==> src/rtl/ohc11_pkg.sv <==
// One-hot mod-11 residue types and helpers shared by the RNS adder slice.
package ohc11_pkg;

  localparam int unsigned OHC_W   = 11;
  localparam int unsigned RNS_MOD = 11;

  // Bit k set means residue k.
  typedef logic [OHC_W-1:0] ohc11_t;

  // Operand pair captured by the operand stage.
  typedef struct packed {
    ohc11_t a;
    ohc11_t b;
  } ohc11_pair_t;

  // A legal residue has exactly one bit set.
  function automatic logic ohc11_is_legal(input ohc11_t x);
    return $countones(x) == 1;
  endfunction

endpackage

==> src/rtl/ohc_11_modulo_adder.sv <==
// Combinational one-hot mod-11 adder.
// Ports: a, b - one-hot residues; sum - one-hot (a+b) mod 11.
// For illegal (non-one-hot) inputs the result is meaningless; callers mask it.
module ohc_11_modulo_adder
  import ohc11_pkg::*;
(
  input  ohc11_t a,
  input  ohc11_t b,
  output ohc11_t sum
);

  logic [3:0] k;

  // Cross-product of set bits: residue i plus residue j lands on (i+j) mod 11.
  always_comb begin
    sum = '0;
    k   = '0;
    for (int i = 0; i < int'(OHC_W); i++) begin
      for (int j = 0; j < int'(OHC_W); j++) begin
        k = 4'((i + j) % int'(RNS_MOD));
        if (a[i] && b[j]) sum[k] = 1'b1;
      end
    end
  end

endmodule

==> src/rtl/rr_arbiter.sv <==
// Round-robin arbiter with a registered priority pointer.
// Ports: clk, rst (sync, active-high); req - request vector; en - grant enable;
//        grant - one-hot grant (combinational); gnt_id - index of the grant.
// Pointer moves to one past the winner only when a grant is issued.
module rr_arbiter #(
  parameter  int unsigned NREQ = 4,
  localparam int unsigned IDW  = $clog2(NREQ)
) (
  input  logic            clk,
  input  logic            rst,
  input  logic [NREQ-1:0] req,
  input  logic            en,
  output logic [NREQ-1:0] grant,
  output logic [IDW-1:0]  gnt_id
);

  logic [IDW-1:0] ptr;
  logic [IDW-1:0] idx;
  logic           found;

  // Scan from the pointer, wrapping modulo NREQ; first valid request wins.
  always_comb begin
    grant  = '0;
    gnt_id = '0;
    found  = 1'b0;
    idx    = '0;
    for (int k = 0; k < int'(NREQ); k++) begin
      idx = IDW'((int'(ptr) + k) % int'(NREQ));
      if (en && !found && req[idx]) begin
        found      = 1'b1;
        grant[idx] = 1'b1;
        gnt_id     = idx;
      end
    end
  end

  // Pointer update.
  always_ff @(posedge clk) begin
    if (rst) begin
      ptr <= '0;
    end else if (found) begin
      ptr <= (gnt_id == IDW'(NREQ - 1)) ? '0 : gnt_id + 1'b1;
    end
  end

endmodule

==> src/rtl/ohc_11_adder_arbiter.sv <==
// Shares one one-hot mod-11 adder among NREQ requesters.
// Round-robin grant -> operand stage (S0) -> result stage (S1) with backpressure.
// Ports:
//   clk, rst              clock, synchronous active-high reset
//   req_valid/req_ready   per-requester handshake (req_ready is combinational)
//   req_a, req_b          packed operands, requester i at bits [11i+10:11i]
//   res_valid/res_ready   result handshake
//   res_data, res_id      one-hot sum and requester index
//   res_err               an operand was not exactly one-hot (res_data = 0)
//   op_count, err_count   delivered results / delivered errored results
module ohc_11_adder_arbiter
  import ohc11_pkg::*;
#(
  parameter  int unsigned NREQ = 4,
  parameter  int unsigned CNTW = 16,
  localparam int unsigned IDW  = $clog2(NREQ)
) (
  input  logic                  clk,
  input  logic                  rst,
  input  logic [NREQ-1:0]       req_valid,
  input  logic [NREQ*OHC_W-1:0] req_a,
  input  logic [NREQ*OHC_W-1:0] req_b,
  output logic [NREQ-1:0]       req_ready,
  output logic                  res_valid,
  output ohc11_t                res_data,
  output logic [IDW-1:0]        res_id,
  output logic                  res_err,
  input  logic                  res_ready,
  output logic [CNTW-1:0]       op_count,
  output logic [CNTW-1:0]       err_count
);

  logic           s0_valid;
  ohc11_pair_t    s0_opnd;
  logic [IDW-1:0] s0_id;

  logic            s1_free;
  logic            s0_free;
  logic            arb_en;
  logic [NREQ-1:0] grant;
  logic [IDW-1:0]  gnt_id;
  ohc11_pair_t     sel_opnd;
  ohc11_t          sum;
  logic            opnd_ok;

  // Stage availability; a stage is free if empty or its contents leave this cycle.
  assign s1_free = !res_valid || res_ready;
  assign s0_free = !s0_valid || s1_free;
  // No grants are shown while reset is held.
  assign arb_en  = s0_free && !rst;

  rr_arbiter #(.NREQ(NREQ)) u_arb (
    .clk    (clk),
    .rst    (rst),
    .req    (req_valid),
    .en     (arb_en),
    .grant  (grant),
    .gnt_id (gnt_id)
  );

  assign req_ready = grant;

  // Operand mux driven by the one-hot grant.
  always_comb begin
    sel_opnd = '0;
    for (int i = 0; i < int'(NREQ); i++) begin
      if (grant[i]) begin
        sel_opnd.a = req_a[i*OHC_W +: OHC_W];
        sel_opnd.b = req_b[i*OHC_W +: OHC_W];
      end
    end
  end

  ohc_11_modulo_adder u_add (
    .a   (s0_opnd.a),
    .b   (s0_opnd.b),
    .sum (sum)
  );

  assign opnd_ok = ohc11_is_legal(s0_opnd.a) && ohc11_is_legal(s0_opnd.b);

  // Pipeline and statistics registers.
  always_ff @(posedge clk) begin
    if (rst) begin
      s0_valid  <= 1'b0;
      s0_opnd   <= '0;
      s0_id     <= '0;
      res_valid <= 1'b0;
      res_data  <= '0;
      res_id    <= '0;
      res_err   <= 1'b0;
      op_count  <= '0;
      err_count <= '0;
    end else begin
      if (s1_free) begin
        res_valid <= s0_valid;
        if (s0_valid) begin
          res_data <= opnd_ok ? sum : '0;
          res_err  <= !opnd_ok;
          res_id   <= s0_id;
        end
      end
      if (s0_free) begin
        s0_valid <= |grant;
        if (|grant) begin
          s0_opnd <= sel_opnd;
          s0_id   <= gnt_id;
        end
      end
      if (res_valid && res_ready) begin
        op_count <= op_count + 1'b1;
        if (res_err) err_count <= err_count + 1'b1;
      end
    end
  end

endmodule

==> config.mk <==
export PLATFORM = sky130hd
export DESIGN_NAME = ohc_11_adder_arbiter
export DESIGN_NICKNAME = d
export VERILOG_FILES = /design/src/rtl/ohc11_pkg.sv /design/src/rtl/ohc_11_modulo_adder.sv /design/src/rtl/rr_arbiter.sv /design/src/rtl/ohc_11_adder_arbiter.sv
export SDC_FILE = /design/constraint.sdc
export NUM_CORES = 1
export LEC_CHECK = 0
export BUFFER_PORTS_ARGS = -buffer_cell sky130_fd_sc_hd__buf_2
export CELL_PAD_IN_SITES_DETAIL_PLACEMENT = 1
export CELL_PAD_IN_SITES_GLOBAL_PLACEMENT = 2
export CORE_MARGIN = 3
export CORE_UTILIZATION = 30
export CTS_CLUSTER_SIZE = 30
export DETAILED_ROUTE_END_ITERATION = 8
export HOLD_SLACK_MARGIN = 0.15
export PLACE_DENSITY_LB_ADDON = 0.05
export SYNTH_ARGS = -nofsm -noshare
export SYNTH_HDL_FRONTEND = slang
export SYNTH_SLANG_ARGS = --single-unit
==> constraint.sdc <==
create_clock -name clk -period 5.2 [get_ports clk]
set_clock_uncertainty 0.1 [all_clocks]
set_input_delay 1.56 -clock clk [delete_from_list [all_inputs] [get_ports clk]]
set_output_delay 1.56 -clock clk [all_outputs]
set_load 0.02 [all_outputs]
==> results.md, run 1 <==
- Cell Area, Synth: between 5000 and 6000 um^2
- Largest net degree at the start of global routing: between 60 and 70
- CTS root buf: clkbuf_16
- Max cap viols: 0
- Synth area leaders: dfxtp_1 29%, a311oi_2 5.5%, fa_1 5.4%, nor2_1 5.2%, a21oi_1 4.4%
- Filler cell count: 2023
- Die width: about 140 um
- CTS Hold Bufs: 0
- Placer's final routability congestion estimate: just over 0.8
- Final setup viols: 0
- Starting Density: 30.94%
- Final setup TNS: 0 ns
- Max Slew Vio Count: 0
- Clk Latency, worst-skew pair: between 0.3 and 0.4 ns
- Post-route ant nets: 0
- Pre-CTS setup slack: roughly 0.20 ns
- Layout Nets: between 800 and 900
- Power Density: roughly 500 nW/um^2
- Critical Path RT: roughly 3.5 ns
- Die area: approximately 19000 um^2
- DP HPWL: 13.23 mm
- CP cell instances: buf_2 -> mux4_2 -> a2111oi_4 -> nor2b_2 -> a221o_1 -> buf_2
- Layout area overhead: 22.74%
- First-pass GRT wire length: 28.92 mm
- Critical Path Most Common Cell: buf_2
- Number of cells on the critical path: 6
- Max Freq: ~200 MHz
- Yosys cell types: a little over 50
- Maximum VDD drop: ~180 uV
- Final WL: roughly 18 mm
- Postcts setup bufs: 0
- Core Region: 16700 um^2
- Vias in the first global route: between 5000 and 6000
- Leak Pwr: ~2.6 nW
- Ant. Diodes: 0
- Slowest stage delay, CP: about 0.52 ns
- Initial antenna violation count: 3
- Clock-pin slew on the worst setup and hold paths: ~0.060 ns
- Post-route minimum period: 5.001 ns
- Via Count: roughly 5200
- CP Capture Type: output pin
- Detailed Route Iter0 Violations: between 400 and 500
- Cts bufs inserted: 9
- Critical path class: input port to output pin
- Slew margin rel.: a little under half
- Synth Warn #: 0
- Post-synthesis average cell area: roughly 8.3 um^2
- Final Worst Setup Slack: 0.1988 ns
- Multi-input logic area: around 3300 um^2
- Buf+Inv Stages, Crit Path: 2
- Total grt overflow: 0
- Synth top area share: approximately 29%
- Share of post-route cells with drive strength above 1: about 28%
- Overall Global Routing Usage: 19.12%
- Outcome: finished, final reports clean
- Routed wire per std cell: roughly 19 um
- Sequential Area: ~1500 um^2
- Clock Path Buffers: 2
- Worst Tran Pin Value: about 0.80 ns
- Worst EP arrival: roughly 3.3 ns
- Initial DRT Pass Iterations: 5
- Post-synth top area cell: dfxtp_1
- Synthesized net count: roughly 740
- # rows: 47
- Vias per std cell: approximately 5.5
- Hold Fails Final Rpt: 0
- Startpoint types: input port
- TritonCTS Sinks: 74
- H-tree lvl count: 3
- Sequential share of the synthesized area: 28.67%
- Worst path slowest cell: mux4_2
- Total I/O pin count: between 100 and 150
- Cells after Synth: just over 600
- Hold crit path type: flip-flop to flip-flop
- RSZ-0062 raised after global routing: no
- Crit Path Max Fanout: 7
- Register bit total from synthesis: 74
- FF-to-FF path depth: 12
- CP delay by family, top: compound AO/OA/AOI/OAI gates
- # DRC: 0
- CTS tree: done
- Crit share post-route: between 90 and 100%
- Die Span Y: around 140 um
- Resize count post-CTS: 0
- Hold path cells: 2
- IO Port Bufs: around 150
==> metal layers <==
metal / wire length (um) / track usage (%)
met5: 41 / 0
met4: 330 / 5.931
met3: 1397 / 4.821
met2: 7824 / 29.16
met1: 8289 / 26.55
==> registers in the layout (all words and copies together), names as in the netlist <==
name	cells
res_err	1
res_id	2
s0_id	2
res_data	11
op_count	16
s0_opnd	22
s0_valid	1
res_valid	1
err_count	16
u_arb.ptr	2
==> power breakdown <==
group | switching (W) | internal (W)
Clock | 0.000235 | 0.000350
Sequential | 0.000270 | 0.000673
Combinational | 0.000945 | 0.000688
Total | 0.00145 | 0.00171
==> cell type report <==
cell class              instances  area share, %
clock buffers                  13          4.103
multi-input cells             458          52.30
clock inverters                 3         0.3748
inverters                      29          1.716
well taps                     220          4.340
flip-flops and latches         74          23.36
repair buffers                165          13.81
==> cell usage after synthesis, drive strengths merged <==
library cell and number:
a31oi 11, fa 14, clkbuf 48, a222oi 11
and2 2, nand3 35, nand4b 2, o2111ai 1
o21ai 30, nand2b 3, nor3 2, nand3b 1
or4 1, nor2b 4, xor2 20, inv 29
dfxtp 74, mux4 4, nor2 71, a221o 1
a22oi 1, a21oi 45, ha 13, and3 12
a21o 22, a211oi 2, o41ai 1, xnor2 7
nand2 48, nand4 2, o21bai 1, mux2i 9
a22o 20, a221oi 23, o22ai 1, a311oi 23
buf 12, a2111oi 3, or3 6, nor3b 1
a21boi 1, and4 4
==> metrics by stage <==
stage | instance area [um^2] | total power, W | cells | hold WS, ns | utilization, %
3_5_place_dp | 6058 | 0.002596 | 946 | 0.3560 | 36.28
4_1_cts | 6342 | 0.003200 | 962 | 0.3645 | 37.98
6_report | 6342 | 0.003160 | 962 | 0.3556 | 37.98
2_1_floorplan | 5167 | 0.002083 | 621 | 0.3312 | -
3_3_place_gp | 6058 | 0.002526 | 946 | 0.3395 | 36.28
5_1_grt | 6342 | 0.003444 | 962 | 0.4005 | 37.98
==> tightest hold or removal path: cells and delay by family, from the launching register on <==
family,cells,cell delay (ns)
AOI/OAI and AO/OA,1,0.05
DFF,1,0.30
and+or+nand+nor,1,0.05
==> worst paths after layout <==
path | from | to | slack [ns]
worst max-delay path | req_valid[3] | req_ready[0] | 0.20
worst min-delay path | res_id[0] | res_id[0] | 0.36
worst max register to register | s0_opnd[5] | res_data[7] | 0.76
worst min register to register | res_id[0] | res_id[0] | 0.36
==> cell usage in the layout (no fill, tap or decap), drive strengths merged, types with 22 or more instances in the layout <==
cell type and n:
buf 165, dfxtp 74, nor2 71, nand2 48
a21oi 45, nand3 35, o21ai 30, inv 29
a221oi 23, a311oi 23, a21o 22
==> cells by family after synthesis <==
family                   Yosys count  share of synthesized area, %
AO/OA/AOI/OAI                    197                         30.00
AND/OR/NAND/NOR                  194                         17.46
buffers and inverters             89                         7.240
flip-flops                        74                         28.67
XOR/XNOR                          27                         4.576
adder cells (fa/ha/maj)           27                         8.572
multiplexers                      13                         3.487
Power figures use the tool's default switching activity.
==> inputs of run 2 (changes only) <==
--- a/config.mk
+++ b/config.mk
@@ -5,13 +5,14 @@
 export SDC_FILE = /design/constraint.sdc
 export NUM_CORES = 1
 export LEC_CHECK = 0
-export BUFFER_PORTS_ARGS = -buffer_cell sky130_fd_sc_hd__buf_2
 export CELL_PAD_IN_SITES_DETAIL_PLACEMENT = 1
 export CELL_PAD_IN_SITES_GLOBAL_PLACEMENT = 2
 export CORE_MARGIN = 3
 export CORE_UTILIZATION = 30
+export CTS_CLUSTER_DIAMETER = 30
 export CTS_CLUSTER_SIZE = 30
 export DETAILED_ROUTE_END_ITERATION = 8
+export DONT_BUFFER_PORTS = 1
 export HOLD_SLACK_MARGIN = 0.15
 export PLACE_DENSITY_LB_ADDON = 0.05
 export SYNTH_ARGS = -nofsm -noshare
==> results.md, run 2 (same netlist as run 1, synthesis figures left out) <==
- Resize count post-CTS: 0
- Most flops, register: s0_opnd
- CTS root buf: clkbuf_16
- Postcts setup bufs: 0
- Layout Nets: a little over 700
- Core Region: approximately 17000 um^2
- WL met1: between 7 and 8 mm
- Ant. Diodes: 0
- Die width: ~140 um
- Die area: about 19000 um^2
- Filler cell count: ~2000
- Starting Density: between 30% and 40%
- Die Span Y: roughly 140 um
- Crit Path Max Fanout: 9
- Leak Pwr: between 2 and 2.5 nW
- Via Count: between 4000 and 5000
- Startpoint types: input port
- Post-Route Utilization: between 30% and 40%
- Outcome: finished, final reports clean
- Sequential power share: between 30 and 40%
- Critical path class: input port to output pin
- Total I/O pin count: about 150
- Max Freq: a little over 200 MHz
- Final setup TNS: 0 ns
- Critical Path RT: between 3 and 4 ns
- Post-route ant nets: 0
- TritonCTS Sinks: 74
- FF-to-FF Start: s0_opnd[1]
- Clk network pwr share: between 20% and 30%
- Clk Latency, worst-skew pair: 0.34 ns
- Max cap viols: 0
- RSZ-0062 raised after global routing: no
- # DRC: 0
- Psw: 0.001425 W
- DP HPWL: between 10 and 15 mm
- P_int: between 0.0015 and 0.002 W
- H-tree lvl count: 3
- # rows: 47
- Vias in the first global route: between 4000 and 5000
- Maximum VDD drop: 264.9 uV
- Total grt overflow: 0
- Most frequent cells in the layout: 74 x dfxtp_1, 71 x nor2_1, 48 x nand2_1
- Cts bufs inserted: 9
- Hold crit path type: flip-flop to flip-flop
- Largest registers: s0_opnd (22), err_count (16), op_count (16)
- CP startpoint: req_valid[3]
- Sw frac: around 44%
- Layout area overhead: 10.05%
- Clock Path Buffers: 2
- Cell Area, Placed: 5345 um^2
- Clock-pin slew on the worst setup and hold paths: 0.06 ns
- Post-route minimum period: between 4 and 5 ns
- Placer's final routability congestion estimate: between 0.8 and 0.9
- Finished Cell Area: roughly 5700 um^2
- Detailed Route Iter0 Violations: 277
- Worst EP arrival: around 3.2 ns
- Routed wire per std cell: 20.86 um
- Final setup viols: 0
- Power Density: around 570 nW/um^2
- CP Capture Type: output pin
- Most common cell after layout, fill and taps aside: dfxtp_1
- IO Port Bufs: 0
- Max Slew Vio Count: 0
- Share of post-route cells with drive strength above 1: between 10 and 15%
- Vias per std cell: around 5.7
- Largest net degree at the start of global routing: 67
- Overall Global Routing Usage: between 10% and 20%
- CTS tree: done
- Initial DRT Pass Iterations: 8
- Final WL: about 17 mm
- Hold Fails Final Rpt: 0
- CTS Hold Bufs: 0
- Routed met3 length: approximately 1.3 mm
- Hold_sp: s0_id[0]
- Final Hold Slack: around 0.38 ns
- Slew margin rel.: between 40% and 50%
- Top Metal Used: met4
- Largest register FFs: 22
- Worst Tran Pin Value: roughly 0.83 ns
- Initial antenna violation count: 0
- First-pass GRT wire length: about 27 mm
- Crit share post-route: ~94%
- Logic pwr share: between 40 and 50%
- Met2 routed WL: between 7 and 8 mm
[run 2: power groups by stage]
stage	Sequential (W)	Clock (W)	Combinational, W
finish	0.000971	0.000714	0.00154
global route	0.000993	0.000769	0.00174
CTS	0.000965	0.000736	0.00156
detailed placement	0.000978	0	0.00156
global placement	0.000978	0	0.00152
floorplan	0.000800	0	0.00128
[run 2: through the flow]
step	std cells	total power, W	worst slack (ns)
detailed placement	801	0.002533	0.3137
floorplan	621	0.002083	0.0006988
global placement	801	0.002495	0.3524
finish	817	0.003224	0.3156
CTS	817	0.003264	0.3120
global route	817	0.003505	0.2318
[run 2: path summary, 6_finish.rpt]
kind                  end  slack [ns]  cells past startpoint
min             res_id[0]        0.38                      2
max          req_ready[0]        0.32                      4
max reg2reg   res_data[4]        0.75                     12
min reg2reg     res_id[0]        0.38                      2
[run 2: cell type report]
| class | count | area [um^2] | share of cell area, % |
|---|---|---|---|
| clock inverters | 6 | 112.6 | 1.980 |
| well taps | 220 | 275.3 | 4.840 |
| repair buffers | 20 | 162.7 | 2.860 |
| flip-flops and latches | 74 | 1481 | 26.05 |
| clock buffers | 10 | 229.0 | 4.026 |
| multi-input cells | 458 | 3317 | 58.33 |
| inverters | 29 | 108.9 | 1.914 |
[run 2: metal layers]
layer / vias up / global-route usage, %
li1: 2200 / -
met1: 2295 / 24.66
met2: 172 / 28.26
met3: 12 / 5.661
met4: 0 / 4.878
met5: - / 0
[run 2: critical path, cell delays in order]
cell	delay, ns
mux4_2	0.60
a2111oi_4	0.37
nor2b_2	0.34
a221o_1	0.36
==> inputs of run 3 (changes only) <==
--- a/config.mk
+++ b/config.mk
@@ -8,7 +8,7 @@
 export CELL_PAD_IN_SITES_DETAIL_PLACEMENT = 1
 export CELL_PAD_IN_SITES_GLOBAL_PLACEMENT = 2
 export CORE_MARGIN = 3
-export CORE_UTILIZATION = 30
+export CORE_UTILIZATION = 37
 export CTS_CLUSTER_DIAMETER = 30
 export CTS_CLUSTER_SIZE = 30
 export DETAILED_ROUTE_END_ITERATION = 8
==> results.md, run 3 (same netlist as run 1, synthesis figures left out) <==
- Outcome: finished, final reports clean
- Total grt overflow: 0
- Clk Latency, worst-skew pair: between 0.3 and 0.4 ns
- Die area: around 15000 um^2
- Maximum VDD drop: between 150 and 200 uV
- Resize count post-CTS: 0
- Hold crit path type: flip-flop to flip-flop
- H-tree lvl count: 3
- Worst EP arrival: around 3.3 ns
- Vias per std cell: 6.133
- Final WL: 16.22 mm
- Ant. Diodes: 0
- Final Worst Setup Slack: about 0.28 ns
- Max Slew Vio Count: 0
- Crit share post-route: a little over nine tenths
- Largest net degree at the start of global routing: 67
- Startpoint types: input port
- Clock Path Buffers: 2
- Detailed Route Iter0 Violations: 376
- Post-Route Utilization: about two fifths
- Overall Global Routing Usage: 21.06%
- Max cap viols: 0
- Hold Fails Final Rpt: 0
- Max Freq: approximately 200 MHz
- Die width: ~120 um
- Die Span Y: ~120 um
- Power Density: 559.5 nW/um^2
- CP Capture Type: output pin
- Slowest stage delay, CP: 0.60 ns
- Largest registers: s0_opnd (22), err_count (16), op_count (16)
- Cts bufs inserted: 9
- Filler cell count: 1607
- Placer's final routability congestion estimate: 0.8583
- # DRC: 0
- Critical path class: input port to output pin
- Routed wire per std cell: 21.01 um
- First-pass GRT wire length: around 26 mm
- Most common cell after layout, fill and taps aside: dfxtp_1
- Final setup viols: 0
- Largest register FFs: 22
- Crit Path Max Fanout: 9
- Slew margin rel.: approximately 50%
- IO Port Bufs: 0
- CP delay by family, top: compound AO/OA/AOI/OAI gates
- Buf+Inv Stages, Crit Path: 0
- Layout Nets: around 710
- Worst path slowest cell: mux4_2
- Most frequent cells in the layout: 74 x dfxtp_1, 71 x nor2_1, 48 x nand2_1
- Postcts setup bufs: 0
- Leak Pwr: 1.987 nW
- Pre-CTS setup slack: around 0.29 ns
- Core Region: 13450 um^2
- RSZ-0062 raised after global routing: no
- Via Count: between 4000 and 5000
- DP HPWL: ~12 mm
- Post-route ant nets: 0
- Layout area overhead: 8.160%
- Vias in the first global route: between 4000 and 5000
- Critical Path RT: ~3.5 ns
- Share of post-route cells with drive strength above 1: between 10% and 20%
- Initial DRT Pass Iterations: 6
- # rows: 42
- Total I/O pin count: 146
- Final setup TNS: 0 ns
- Post-route minimum period: 4.915 ns
- Most flops, register: s0_opnd
- CTS root buf: clkbuf_16
- Initial antenna violation count: 0
- Starting Density: 38.41%
- CTS tree: done
- CTS Hold Bufs: 0
- Worst Tran Pin Value: around 0.74 ns
- TritonCTS Sinks: 74
- CP cell instances: mux4_2 -> a2111oi_4 -> nor2b_2 -> a221o_1
- Clock-pin slew on the worst setup and hold paths: approximately 0.060 ns
-- run 3: cell types whose count changed in the layout (fill, tap and decap cells not counted) --
cell        before  now
buf_4           19   18
bufinv_16        3    1
clkinv_2         1    0
clkbuf_1         1    2
clkbuf_8         0    2
clkinvlp_4       0    1
clkinv_4         1    0
-- run 3: through the flow --
stage                     instance area [um^2]  hold WS [ns]  cells  total power (W)
after global placement                    5283        0.3360    756         0.002456
final                                     5589        0.3578    772         0.003127
after floorplan                           5167        0.3312    621         0.002083
after CTS                                 5589        0.3563    772         0.003150
after global routing                      5589        0.3697    772         0.003414
after detailed placement                  5283        0.3450    756         0.002494
-- run 3: worst paths after layout --
path	startpoint	end	slack [ns]	depth (start not counted)
max reg2reg	s0_opnd[1]	res_data[1]	0.80	12
min	s0_id[0]	res_id[0]	0.36	2
max	req_valid[3]	req_ready[0]	0.28	4
min reg2reg	s0_id[0]	res_id[0]	0.36	2
-- run 3: power by group --
group | internal [W] | leakage (nW) | total (W) | switching, W
Combinational | 0.000648 | 1.24 | 0.00152 | 0.000868
Sequential | 0.000673 | 0.603 | 0.000966 | 0.000293
Clock | 0.000400 | 0.146 | 0.000646 | 0.000246
-- run 3: area by class of cell --
class                      instances  area, um^2  share of cell area [%]
sequential                        74        1481                   26.51
tap                              176       220.2                   3.940
multi-input combinational        458        3317                   59.35
inverter                          29       108.9                   1.948
clock buffer                      13       260.3                   4.656
timing repair buffer              19       155.1                   2.776
clock inverter                     3       46.29                  0.8283
-- run 3: per-layer routing --
metal / vias to the layer above / routed length, um / global-route usage (%)
li1: 2199 / - / -
met1: 2313 / 7178 / 27.94
met2: 207 / 7534 / 34.09
met3: 16 / 1355 / 5.813
met4: 0 / 154 / 4.928
met5: - / 0 / 0
-- run 3: worst reg2reg max path, stage by stage (launching register included) --
cell and delay (ns):
dfxtp_1 0.72, fa_1 0.56, fa_1 0.51, inv_1 0.05, fa_1 0.47, inv_1 0.05
fa_1 0.38, inv_1 0.08, fa_1 0.42, nand4b_1 0.12, nor3_1 0.08, o21bai_1 0.60
nor2_1 0.12
